[src/rtl/wb_rr_arbiter.sv]
// Round-robin Wishbone bus-ownership arbiter.
// Holds the grant for a whole cyc so that locked bursts stay with one master.
// A watchdog aborts stalled cycles and blocks the offender until it drops cyc.
module wb_rr_arbiter #(
    parameter  int NUM_MASTERS    = 2,
    parameter  int TIMEOUT_CYCLES = 255,
    localparam int IDX_W          = (NUM_MASTERS > 1) ? $clog2(NUM_MASTERS) : 1,
    localparam int CNT_W          = (TIMEOUT_CYCLES > 0) ? $clog2(TIMEOUT_CYCLES + 1) : 1
) (
    input  logic                   i_clk,
    input  logic                   i_rst_n,
    input  logic [NUM_MASTERS-1:0] i_cyc,
    input  logic [NUM_MASTERS-1:0] i_stb,
    input  logic                   i_slv_ack,
    input  logic                   i_slv_err,
    output logic [NUM_MASTERS-1:0] o_gnt,
    output logic [IDX_W-1:0]       o_gnt_idx,
    output logic                   o_gnt_valid,
    output logic                   o_timeout_err,
    output logic                   o_busy
);

    typedef enum logic [1:0] {
        IDLE,
        OWNED,
        ABORT
    } state_t;

    localparam logic             WD_EN    = (TIMEOUT_CYCLES > 0);
    localparam logic [CNT_W-1:0] WD_LIMIT = CNT_W'(TIMEOUT_CYCLES - 1);
    localparam logic [IDX_W-1:0] LAST_RST = IDX_W'(NUM_MASTERS - 1);

    state_t                 state_q, state_d;
    logic [IDX_W-1:0]       last_q, last_d;
    logic [CNT_W-1:0]       wd_q, wd_d;
    logic [NUM_MASTERS-1:0] block_q, block_d;
    logic [NUM_MASTERS-1:0] gnt_q, gnt_d;
    logic [IDX_W-1:0]       idx_q, idx_d;

    logic [NUM_MASTERS-1:0] req;
    logic [IDX_W-1:0]       sel;
    logic [IDX_W-1:0]       cand;
    logic                   found;
    logic                   own_cyc;
    logic                   own_stb;
    logic                   resp;
    logic                   stall;

    // State and datapath registers; reset drops any grant at the same edge.
    always_ff @(posedge i_clk) begin
        if (!i_rst_n) begin
            state_q <= IDLE;
            last_q  <= LAST_RST;
            wd_q    <= '0;
            block_q <= '0;
            gnt_q   <= '0;
            idx_q   <= '0;
        end else begin
            state_q <= state_d;
            last_q  <= last_d;
            wd_q    <= wd_d;
            block_q <= block_d;
            gnt_q   <= gnt_d;
            idx_q   <= idx_d;
        end
    end

    // Next-state logic: round-robin pick in IDLE, hold/watchdog in OWNED, one-cycle ABORT.
    always_comb begin
        req     = i_cyc & i_stb & ~block_q;
        own_cyc = i_cyc[last_q];
        own_stb = i_stb[last_q];
        resp    = i_slv_ack | i_slv_err;
        stall   = own_stb & ~resp;

        // Search starts just after the last owner and wraps; first hit wins.
        found = 1'b0;
        sel   = '0;
        cand  = '0;
        for (int unsigned k = 1; k <= NUM_MASTERS; k++) begin
            cand = IDX_W'((32'(last_q) + k) % NUM_MASTERS);
            if (!found && req[cand]) begin
                found = 1'b1;
                sel   = cand;
            end
        end

        state_d = state_q;
        last_d  = last_q;
        wd_d    = wd_q;
        gnt_d   = gnt_q;
        idx_d   = idx_q;
        // A block is released on any edge where that master has dropped cyc.
        block_d = block_q & i_cyc;

        case (state_q)
            IDLE: begin
                gnt_d = '0;
                idx_d = '0;
                wd_d  = '0;
                if (found) begin
                    state_d    = OWNED;
                    last_d     = sel;
                    idx_d      = sel;
                    gnt_d[sel] = 1'b1;
                end
            end
            OWNED: begin
                if (!own_cyc) begin
                    state_d = IDLE;
                    gnt_d   = '0;
                    idx_d   = '0;
                    wd_d    = '0;
                end else if (WD_EN && stall && (wd_q == WD_LIMIT)) begin
                    // Grant stays visible through ABORT so the err routes to the owner.
                    state_d         = ABORT;
                    block_d[last_q] = 1'b1;
                    wd_d            = '0;
                end else if (WD_EN && stall) begin
                    wd_d = wd_q + CNT_W'(1);
                end else begin
                    wd_d = '0;
                end
            end
            ABORT: begin
                state_d = IDLE;
                gnt_d   = '0;
                idx_d   = '0;
                wd_d    = '0;
            end
            default: begin
                state_d = IDLE;
                gnt_d   = '0;
                idx_d   = '0;
                wd_d    = '0;
            end
        endcase
    end

    // Outputs decoded purely from registered state.
    always_comb begin
        o_gnt         = gnt_q;
        o_gnt_idx     = idx_q;
        o_gnt_valid   = |gnt_q;
        o_timeout_err = (state_q == ABORT);
        o_busy        = (state_q != IDLE);
    end

endmodule

[config.mk]
export PLATFORM = sky130hd
export DESIGN_NAME = wb_rr_arbiter
export DESIGN_NICKNAME = d
export VERILOG_FILES = /design/src/rtl/wb_rr_arbiter.sv
export SDC_FILE = /design/constraint.sdc
export NUM_CORES = 1
export LEC_CHECK = 0
export CORE_MARGIN = 2
export CORE_UTILIZATION = 52
export CTS_CLUSTER_DIAMETER = 120
export DETAILED_ROUTE_END_ITERATION = 8
export PLACE_DENSITY = 0.92
export SLEW_MARGIN = 20
export SYNTH_ARGS = -nofsm -noshare
export SYNTH_HDL_FRONTEND = slang
export SYNTH_SLANG_ARGS = --single-unit
[constraint.sdc]
create_clock -name i_clk -period 4.35 [get_ports i_clk]
set_input_delay 0.87 -clock i_clk [delete_from_list [all_inputs] [get_ports i_clk]]
set_output_delay 0.87 -clock i_clk [all_outputs]
set_load 0.02 [all_outputs]
## Word level (Yosys, flattened, before mapping)

Cells that the tools add are included.
W data, S select, Z words.

- Register bits: 16
- Input bits: 8
- Logic and storage cells: 73

- $add $sub $neg: 3
- Magnitude comparators: 6
- Equal/unequal tests: 6
- Multiplexer cells: 29
- Bitwise gates (word level): 12
- Reductions and logical operators: 11

Operators by type and width:

| cell | count |
|---|---|
| $mux W1 | 16 |
| $mux W2 | 8 |
| $add A8 B1 Y8 const B | 1 |
| $eq A8 B8 Y1 const B | 1 |
| $lt A1 B2 Y1 const B | 4 |
| $pmux W2 S2 | 2 |
| $and A2 B2 Y2 | 3 |
| $not A1 Y1 | 5 |
| $reduce_or A5 Y1 | 1 |
| $logic_and A1 B1 Y1 | 4 |
| $ne A2 B2 Y1 const B | 2 |
| $reduce_and A2 Y1 | 2 |
| $ne A3 B3 Y1 const B | 1 |
| $add A1 B1 Y1 const B | 2 |
| $demux W1 S1 | 2 |
| $eq A2 B1 Y1 const B | 1 |
| $eq A2 B2 Y1 const B | 1 |
| $ge A1 B1 Y1 const B | 2 |
| $logic_not A2 Y1 | 1 |
| $not A2 Y2 | 1 |
| $or A2 B2 Y2 | 1 |
| $pmux W1 S2 | 1 |
| $reduce_bool A2 Y1 | 1 |
| $reduce_or A2 Y1 | 1 |
| 3 further kinds | 3 |

## Longest topological paths before layout

Gate-level depths: netlist of run 1.

- Depth in word-level cells: 14
- Gate-level depth with buffers: 5
- Depth with buffers taken out: 5

## Worst setup path after synthesis of run 1

Ideal clock, no wire load.

- Path type: input-to-reg
- Start: input i_slv_err
- End: register state_q[0]
- Library setup time: 0.117 ns
- Arrival time: 1.862 ns
- Data required time: 4.233 ns
- Setup slack: 2.371 ns
- Cell stages on the path: 3
- Path buffers: 0
- Cell sequence: or2_0 -> or4b_4 -> a22o_1

- Word-level cells in the longest chain between the ends: 6

RTL lines:

| element | line | text |
|---|---|---|
| start: declaration | 15 | `input logic i_slv_err,` |
| $or A1 B1 Y1 | 73 | `resp = i_slv_ack \| i_slv_err;` |
| $not A1 Y1 | 74 | `stall = own_stb & ~resp;` |
| $and A1 B1 Y1 | 74 |  |
| $logic_and A1 B1 Y1 | 114 | `end else if (WD_EN && stall && (wd_q == WD_LIMIT)) begin` |
| $ne A3 B3 Y1 (no line) | - |  |
| $reduce_and A2 Y1 (no line) | - |  |
| end signal: assignment | 59 | `state_q <= state_d;` |
| end: declaration | 33 | `state_t state_q, state_d;` |

Every way passes these cells.
A chain may end at the register's enable or synchronous reset.

## Final worst setup path of run 1

- Start: register state_q[1]
- End: output o_busy

- Word-level cells in the longest chain between the ends: 1

RTL lines:

| element | line | text |
|---|---|---|
| $reduce_bool A2 Y1 | 146 | `o_busy = (state_q != IDLE);` |
| end: declaration | 20 | `output logic o_busy` |

Every way passes these cells.

==> flow_results.org, run 1 <==
** Worst hold path
- Cells on Worst Hold Path :: 1
- The worst hold path terminates at o_gnt[0].
- Path category of the worst min-delay check :: flip-flop to flip-flop
- Source of the worst hold timing path :: o_gnt[0]

** Clock tree
- Buffers inserted to repair hold after CTS numbered 0.
- After clock tree synthesis, the setup repair step added 0 buffers.
- Clk Latency, worst-skew pair :: 280 ps
- In this run the clock root is driven by a clkbuf_4.
- After clock tree synthesis, the clock-pin slew on the worst setup and hold paths is around 90 ps.
- Buffers inserted during clock tree synthesis total 3.
- The clock drives 15 sinks.
- In this run the number of H-tree levels came out at 1.
- TritonCTS built the clock tree.
- No sink is reached through more buffers than the 2 on the longest clock path.
- Quantity of gates resized following cts :: 0

** Yosys
- The average instance in the mapped netlist occupies approximately 9.4 sq um.
- Synthesis-stage register bit count :: 15
- Commonest register cell after synthesis :: dfxtp_1
- Distinct cells, synth :: 35
- Post-synth ARST share :: 0%
- Synth Cell Area :: between 700 and 800 sq um
- For this run, the number of Yosys warnings is 0.
- Counting flops with a built-in enable in the synthesized netlist gives 0.
- Of the synthesized area, sequential elements account for between 40% and 50%.
- Post-synthesis net count :: 88
- After technology mapping, the gate count stands at slightly below 80.

** Cells and area
- The post-route netlist has about an eighth of its cells at a drive strength greater than 1.
- Fill cells in the final layout number ~120.
- Across the whole layout, storage elements account for between 300 and 400 sq um.
- Final core utilization :: just under 70%
- Area growth syn-to-layout :: 21.5%
- Footprint of the multi-input gates :: ~400 sq um
- After the last flow step, the layout net total stands at around 100.
- The repair_antennas step left the layout with diodes totalling 0.

** Placement
- Routability-driven placement finished with a final weighted congestion of just over 0.8.
- DP Worst Slack :: 1910 ps
- Count of buffers from port buffering :: 13
- Detailed placement ended at an HPWL of approximately 1100 um.

** STA
- For the pin with the worst max-slew slack, the measured transition is 522 ps.
- Headroom to the max-slew limit came out at between 60 and 70%.
- Min Hold Slack :: between 400 and 500 ps
- Maximum operating frequency :: around 420 MHz
- Summed negative setup slack over all endpoints :: 0 ps
- Final count of hold timing violations :: 0
- Total setup violations reported at the end of the flow :: 0
- Final critical path time including I/O delays and setup :: roughly 2400 ps
- Setup repair after global routing left no endpoint under its margin.
- Smallest setup slack after layout :: around 2000 ps
- Ratio of final minimum period to clock period :: a little over half
- Count of final max-slew check failures :: 0
- Largest clock skew in the final design :: ~0.74 ps

** Job
- Max-cap viol count :: 0

** Pwr
- Final Total Pwr :: 0.252 mW
- IR analysis of the VDD net gives a maximum drop of about 0.00017 V.
- In this run the power density over the cells is roughly 280 nW/um^2.
- Summed over all cells, the static leakage comes to 0.320 nW.

** Global routing
- Initial antenna violation count :: 0
- Global-route wire length before repair :: between 2000 and 2500 um
- The via count of the first global-routing pass is about 580.
- Total overflow reported by the global router :: 0
- Maximum number of pins on one net before global-route repair :: 10
- Total track usage :: between 15 and 20%

** Floorplan
- FP Rows :: 13
- Initial Utilization :: 56.3%
- The region available for standard cell placement spans around 1300 sq um.
- In this run the count of I/O pins placed on the die edge is 14.
- The floorplan step defined a die boundary enclosing between 1500 and 2000 sq um.
- Die height :: ~42 um
- The die is a little over 40 um wide.

** Critical path
- The setup check on the worst reg-to-reg path leaves a slack of 2820 ps.
- Critical path required time :: between 3000 and 4000 ps
- Worst Reg2Reg Path Length in Cells :: 5
- FF-to-FF End :: state_q[0]
- Crit. End Element :: output port
- R2r startpoint :: wd_q[0]
- Arr. time, crit path :: about 1500 ps
- Category of the critical setup timing path :: flip-flop to output port
- Of all nets on the critical path, the largest fanout is 4.
- STA classifies the critical path startpoint as a flip-flop.

** Routing
- First-iteration detailed-routing DRC count :: 7
- Iteration count of the initial detailed-routing pass :: 4
- The count of nets left with antenna violations once routing finished came out at 0.
- Routed vias :: 631
- Number of DRC violations after detailed routing :: 0
- After detailed routing, the average wire length per cell comes to 12.7 um.
- Wires add up to roughly 1400 um.
- Number of vias per cell after detailed routing :: 5.90

** Status
- Outcome :: complete, no violations
-- per-layer routing --
| metal | global-route usage [%] | up-vias | wire length, um |
|---|---|---|---|
| met1 | 19.6 | 295 | 580 |
| met2 | 30.6 | 13 | 714 |
| li1 | - | 319 | - |
| met5 | 0 | - | 0 |
| met3 | 3.48 | 4 | 49 |
| met4 | 9.03 | 0 | 20 |
-- layout by cell type (no fill, tap or decap), types with 2 or more instances in the layout --
cell	instances
nor3_1	5
nand3_1	6
or3_1	2
clkdlybuf4s50_1	13
inv_1	3
dfxtp_1	15
nand3b_1	3
clkbuf_4	3
o21ai_0	4
ha_1	2
o31ai_1	2
nor3b_1	2
or2_2	2
xor2_1	2
a211oi_1	3
nor2_1	2
nand2_1	4
-- report_power, final --
part	switching [mW]	internal [mW]
registers	0.00320	0.140
logic	0.0140	0.0181
clock network	0.0429	0.0341
-- cell usage after synthesis, drive strengths merged, types with 3 or more instances --
cell type   n  area share [%]
or3         3             2.7
inv         3             1.5
nor3        5             3.4
a211oi      3             3.1
dfxtp      15              41
o21ai       4             2.7
nand3       6             4.1
or2         3             2.6
nand3b      3             3.1
nand2       4             2.1
-- worst max path at each step --
stage / startpoint / end / slack [ps] / cells after the start
floorplan: i_slv_err / state_q[0] / 2370 / 3
detailed placement: i_rst_n / wd_q[6] / 1910 / 4
finish: state_q[1] / o_busy / 1990 / 2
CTS: state_q[1] / o_busy / 1990 / 2
global placement: i_rst_n / wd_q[7] / 1950 / 4
global route: state_q[1] / o_busy / 1950 / 2
-- cell type report --
type / instances / share of cell area (%)
Multi-Input combinational cell: 57 / 45.1
Sequential cell: 15 / 33.8
Timing Repair Buffer: 13 / 14.6
Clock buffer: 3 / 2.53
Tap cell: 15 / 2.11
Inverter: 3 / 1.27
Clock inverter: 1 / 0.563
-- stage by stage --
stage	instance area [sq um]	instances
after floorplan	732	78
after CTS	890	107
after global placement	862	103
after global routing	890	107
final	890	107
after detailed placement	862	103
-- cells by family after synthesis --
kind of cell / Yosys count / synth area share (%)
XOR/XNOR: 3 / 3.59
AO/OA/AOI/OAI: 15 / 14.4
adder cells (fa/ha/maj): 2 / 3.42
buffers and inverters: 6 / 4.10
AND/OR/NAND/NOR: 35 / 29.9
flip-flops: 15 / 41.0
multiplexers: 2 / 3.59
-- sequential cells by signal (all words and copies together), names as in the netlist --
name	cells
state_q	2
wd_q	8
o_gnt	2
last_q	1
block_q	2
-- critical path, cell delays in order (launching register included) --
cell             delay [ps]
dfxtp_1                 330
or2_2                   330
clkdlybuf4s50_1         540
No activity file was read; power rests on OpenSTA's default activity.
==> run 2, diff against run 1 <==
CORE_UTILIZATION = 49   (was 52)
PLACE_DENSITY = 0.88   (was 0.92)
clock period = 2.45 ns   (was 4.35 ns; I/O delays follow)
==> run 2 against run 1 <==
Final cell count unchanged. Combinational power up 79%. Clock power is 81% higher. Sequential power grew 78%. Utilization is 2.5 points lower. Wire length up 2.5%. Global-route usage is 0.19 points higher. Via count rose by 0.95%. Register-to-register slack worse by 1900 ps. Worst setup slack got worse by 1500 ps. Critical path depth unchanged. Largest power group unchanged.
==> flow_results.org, run 2 (same netlist as run 1, synthesis figures left out) <==
** Status
- Outcome :: complete, no violations

** Critical path
- R2r setup slk :: 910 ps (-1910 ps)
- The required time at the endpoint of the critical path came to 1960 ps (-1520 ps).
- In this run the worst setup path begins at state_q[1].
- The setup path with the least slack is of type flip-flop to output port.
- The endpoint identified for the worst register-to-register timing path is state_q[0].
- The worst stage delay on the critical path is 550 ps (about the same).
- Highest net fanout along the worst path :: 4 (unchanged)
- For this design, the slowest cell found on the critical path is clkdlybuf4s50_1.
- R2r startpoint :: wd_q[1]
- The arrival time of data at the critical path endpoint was 1480 ps (about the same).
- The worst setup path is captured at an output port.
- Worst Reg2Reg Path Length in Cells :: 4 (-1)
- Traced cell by cell, the critical path runs through or2_2 -> clkdlybuf4s50_1.
- The most critical setup path has its endpoint at o_busy.
- STA classifies the critical path startpoint as a flip-flop.

** Routing
- The number of nets still failing antenna checks after routing came to 0 (unchanged).
- The total length of routed wires came to 1400 um (+2.5%).
- The via density per instance is 5.95 (+0.95%).
- The number of iterations in the first detailed-routing pass was 3 (-1).
- Routed vias :: 637 (+0.95%)
- First-iteration detailed-routing DRC count :: 12 (+5)
- Number of DRC violations after detailed routing :: 0 (unchanged)
- The average wire per standard cell is 13.1 um (+2.5%).

** Clock tree
- The later-pin clock latency in the skew report came to 280 ps (about the same).
- Quantity of gates resized following cts :: 0 (unchanged)
- Maximum number of buffers from clock root to sink :: 2 (unchanged)
- Number of buffers inserted for hold repair after clock tree synthesis :: 0 (unchanged)
- The number of buffers inserted during clock tree synthesis is 3 (unchanged).
- TritonCTS built the clock tree.
- Number of clock sinks :: 15 (unchanged)
- Clock tree synthesis selected as its root buffer the cell clkbuf_4.
- Clock transition at the registers of the reported paths :: 90 ps (about the same)
- The post-CTS setup buffer count was 0 (unchanged).
- The depth of the CTS H-tree was 1 (unchanged).

** STA
- Based on the critical path, the design can be clocked at up to around 510 MHz.
- Final count of hold timing violations :: 0 (unchanged)
- Total setup violations reported at the end of the flow :: 0 (unchanged)
- Of the available clock period, the critical path in the final layout requires between 80% and 90%.
- The setup clock skew after layout was 0.491 ps (-0.244 ps).
- Slew Limit Headroom :: 64.8% (-0.26 points)
- Count of final max-slew check failures :: 0 (unchanged)
- Setup repair after global routing missed its margin :: false
- The final-layout setup total negative slack came to 0 ps (unchanged).
- The clock period could shrink to around 2000 ps.
- The pin slew with the least headroom to its limit came to 526 ps (+3.84 ps).
- The final critical-path setup slack was 475 ps (-1520 ps).

** Pwr
- Final Total Pwr :: 0.451 mW (+79%)
- Power Internal :: 0.341 mW (+78%)
- Switch Pwr :: 0.110 mW (+82%)
- Clock share of power :: 30.9% (+0.4 points)
- Pwr Density :: 507 nW/um^2 (+79%)
- Static power due to leakage :: 0.320 nW (unchanged)
- Proportion of power drawn by combinational gates :: 12.8% (about the same)
- The peak supply drop was 0.000362 V (+120%).
- The net switching share of the total power is 24.3% (+0.48 points).
- Sequential cell fraction of total power :: 56.3% (-0.4 points)

** Placement
- Count of buffers from port buffering :: 13 (unchanged)
- Sum of net half-perimeters after detailed placement :: 1100 um (+2.8%)
- The final weighted congestion of routability-driven global placement came to 0.782 (-5.5%).
- The worst setup slack after placement is 368 ps (-1540 ps).
- Placed Instance Area :: 862 sq um (unchanged)

** Global routing
- Total overflow reported by the global router :: 0 (unchanged)
- The maximum number of pins on one net before global-route repair came to 10 (unchanged).
- Initial antenna violation count :: 0 (unchanged)
- The met2 capacity usage during global routing came to 30.3% (-0.32 points).
- GR met1 Demand/Resource :: 20.8% (+1.2 points)
- The met3 track utilization from global routing is 2.55% (-0.93 points).
- The total track usage came to 17.6% (+0.19 points).
- The first-pass GRT wire length is 2440 um (+2.6%).
- The layer flagged by global routing as most heavily used is met2.
- Via count of the first global-routing pass :: 610 (+5.5%)

** Cells and area
- Most common cell after layout, fill and taps aside :: dfxtp_1
- Area growth syn-to-layout :: 21.5% (unchanged)
- Final net count :: 103 (unchanged)
- # fillers :: 119 (-1.7%)
- Design Area, Final :: 890 sq um (unchanged)
- The number of flip-flops under the largest register name came to 8 (unchanged).
- Antenna diode count :: 0 (unchanged)
- Share of post-route cells with drive strength above 1 :: 12.0% (unchanged)
- The library cells used most frequently in the layout, excluding fill and tap cells, are dfxtp_1, clkdlybuf4s50_1, nand3_1.
- Largest reg by FF count :: wd_q

** Floorplan
- The number of rows in the core area came to 13 (unchanged).
- The overall die width was 42.7 um (+2.7%).
- The count of boundary I/O pins came to 14 (unchanged).
- Initial Utilization :: 54.2% (-2.0 points)
- Die Outline Area :: 1820 sq um (+5.5%)
- The overall die height was 42.7 um (+2.7%).
- Placeable core region :: 1350 sq um (+3.7%)

** Worst hold path
- The path class of the tightest hold or removal check is flip-flop to flip-flop.

** Job
- The number of maximum-capacitance constraint violations is 0 (unchanged).
[run 2: cell counts in the layout (fill, tap and decap cells not counted)]
Identical to the previous run, type by type.
[run 2: per-stage QoR]
stage	cells	hold WS (ps)	utilization, %
final	107	487	65.9
after global placement	103	473	63.9
after global routing	107	504	65.9
after detailed placement	103	476	63.9
after CTS	107	488	65.9
after floorplan	78	446	-
[run 2: area by class of cell]
| cell class | count | area, sq um | area share (%) |
|---|---|---|---|
| Inverter | 3 | 11.3 | 1.27 |
| Clock buffer | 3 | 22.5 | 2.53 |
| Timing Repair Buffer | 13 | 130 | 14.6 |
| Multi-Input combinational cell | 57 | 402 | 45.1 |
| Tap cell | 15 | 18.8 | 2.11 |
| Clock inverter | 1 | 5.00 | 0.563 |
| Sequential cell | 15 | 300 | 33.8 |
[run 2: worst max-delay path: cells and delay by family (launching register included)]
| kind | cells | cell delay (ps) |
|---|---|---|
| buf+inv | 1 | 550 |
| simple gates | 1 | 330 |
| flops | 1 | 330 |
[run 2: metal layers]
metal | vias to the layer above | share of wire [%] | routed length, um
li1 | 317 | - | -
met1 | 303 | 43 | 602
met2 | 13 | 51 | 715
met3 | 4 | 4.0 | 56
met4 | 0 | 1.7 | 24
met5 | - | 0 | 0
[run 2: worst min path at each step]
stage / from / end / slack, ps / cells after the start
after CTS: o_gnt[0] / o_gnt[0] / 490 / 1
after global routing: o_gnt[0] / o_gnt[0] / 500 / 1
after floorplan: block_q[1] / block_q[1] / 450 / 2
after global placement: o_gnt[0] / o_gnt[0] / 470 / 1
after detailed placement: o_gnt[0] / o_gnt[0] / 480 / 1
final: o_gnt[0] / o_gnt[0] / 490 / 1
[run 2: power groups by stage]
| stage | Clock [mW] | Combinational [mW] | Sequential (mW) |
|---|---|---|---|
| 2_1_floorplan | 0 | 0.0317 | 0.259 |
| 3_5_place_dp | 0 | 0.0573 | 0.260 |
| 5_1_grt | 0.151 | 0.0613 | 0.255 |
| 4_1_cts | 0.146 | 0.0577 | 0.254 |
| 3_3_place_gp | 0 | 0.0559 | 0.259 |
| 6_report | 0.139 | 0.0576 | 0.254 |
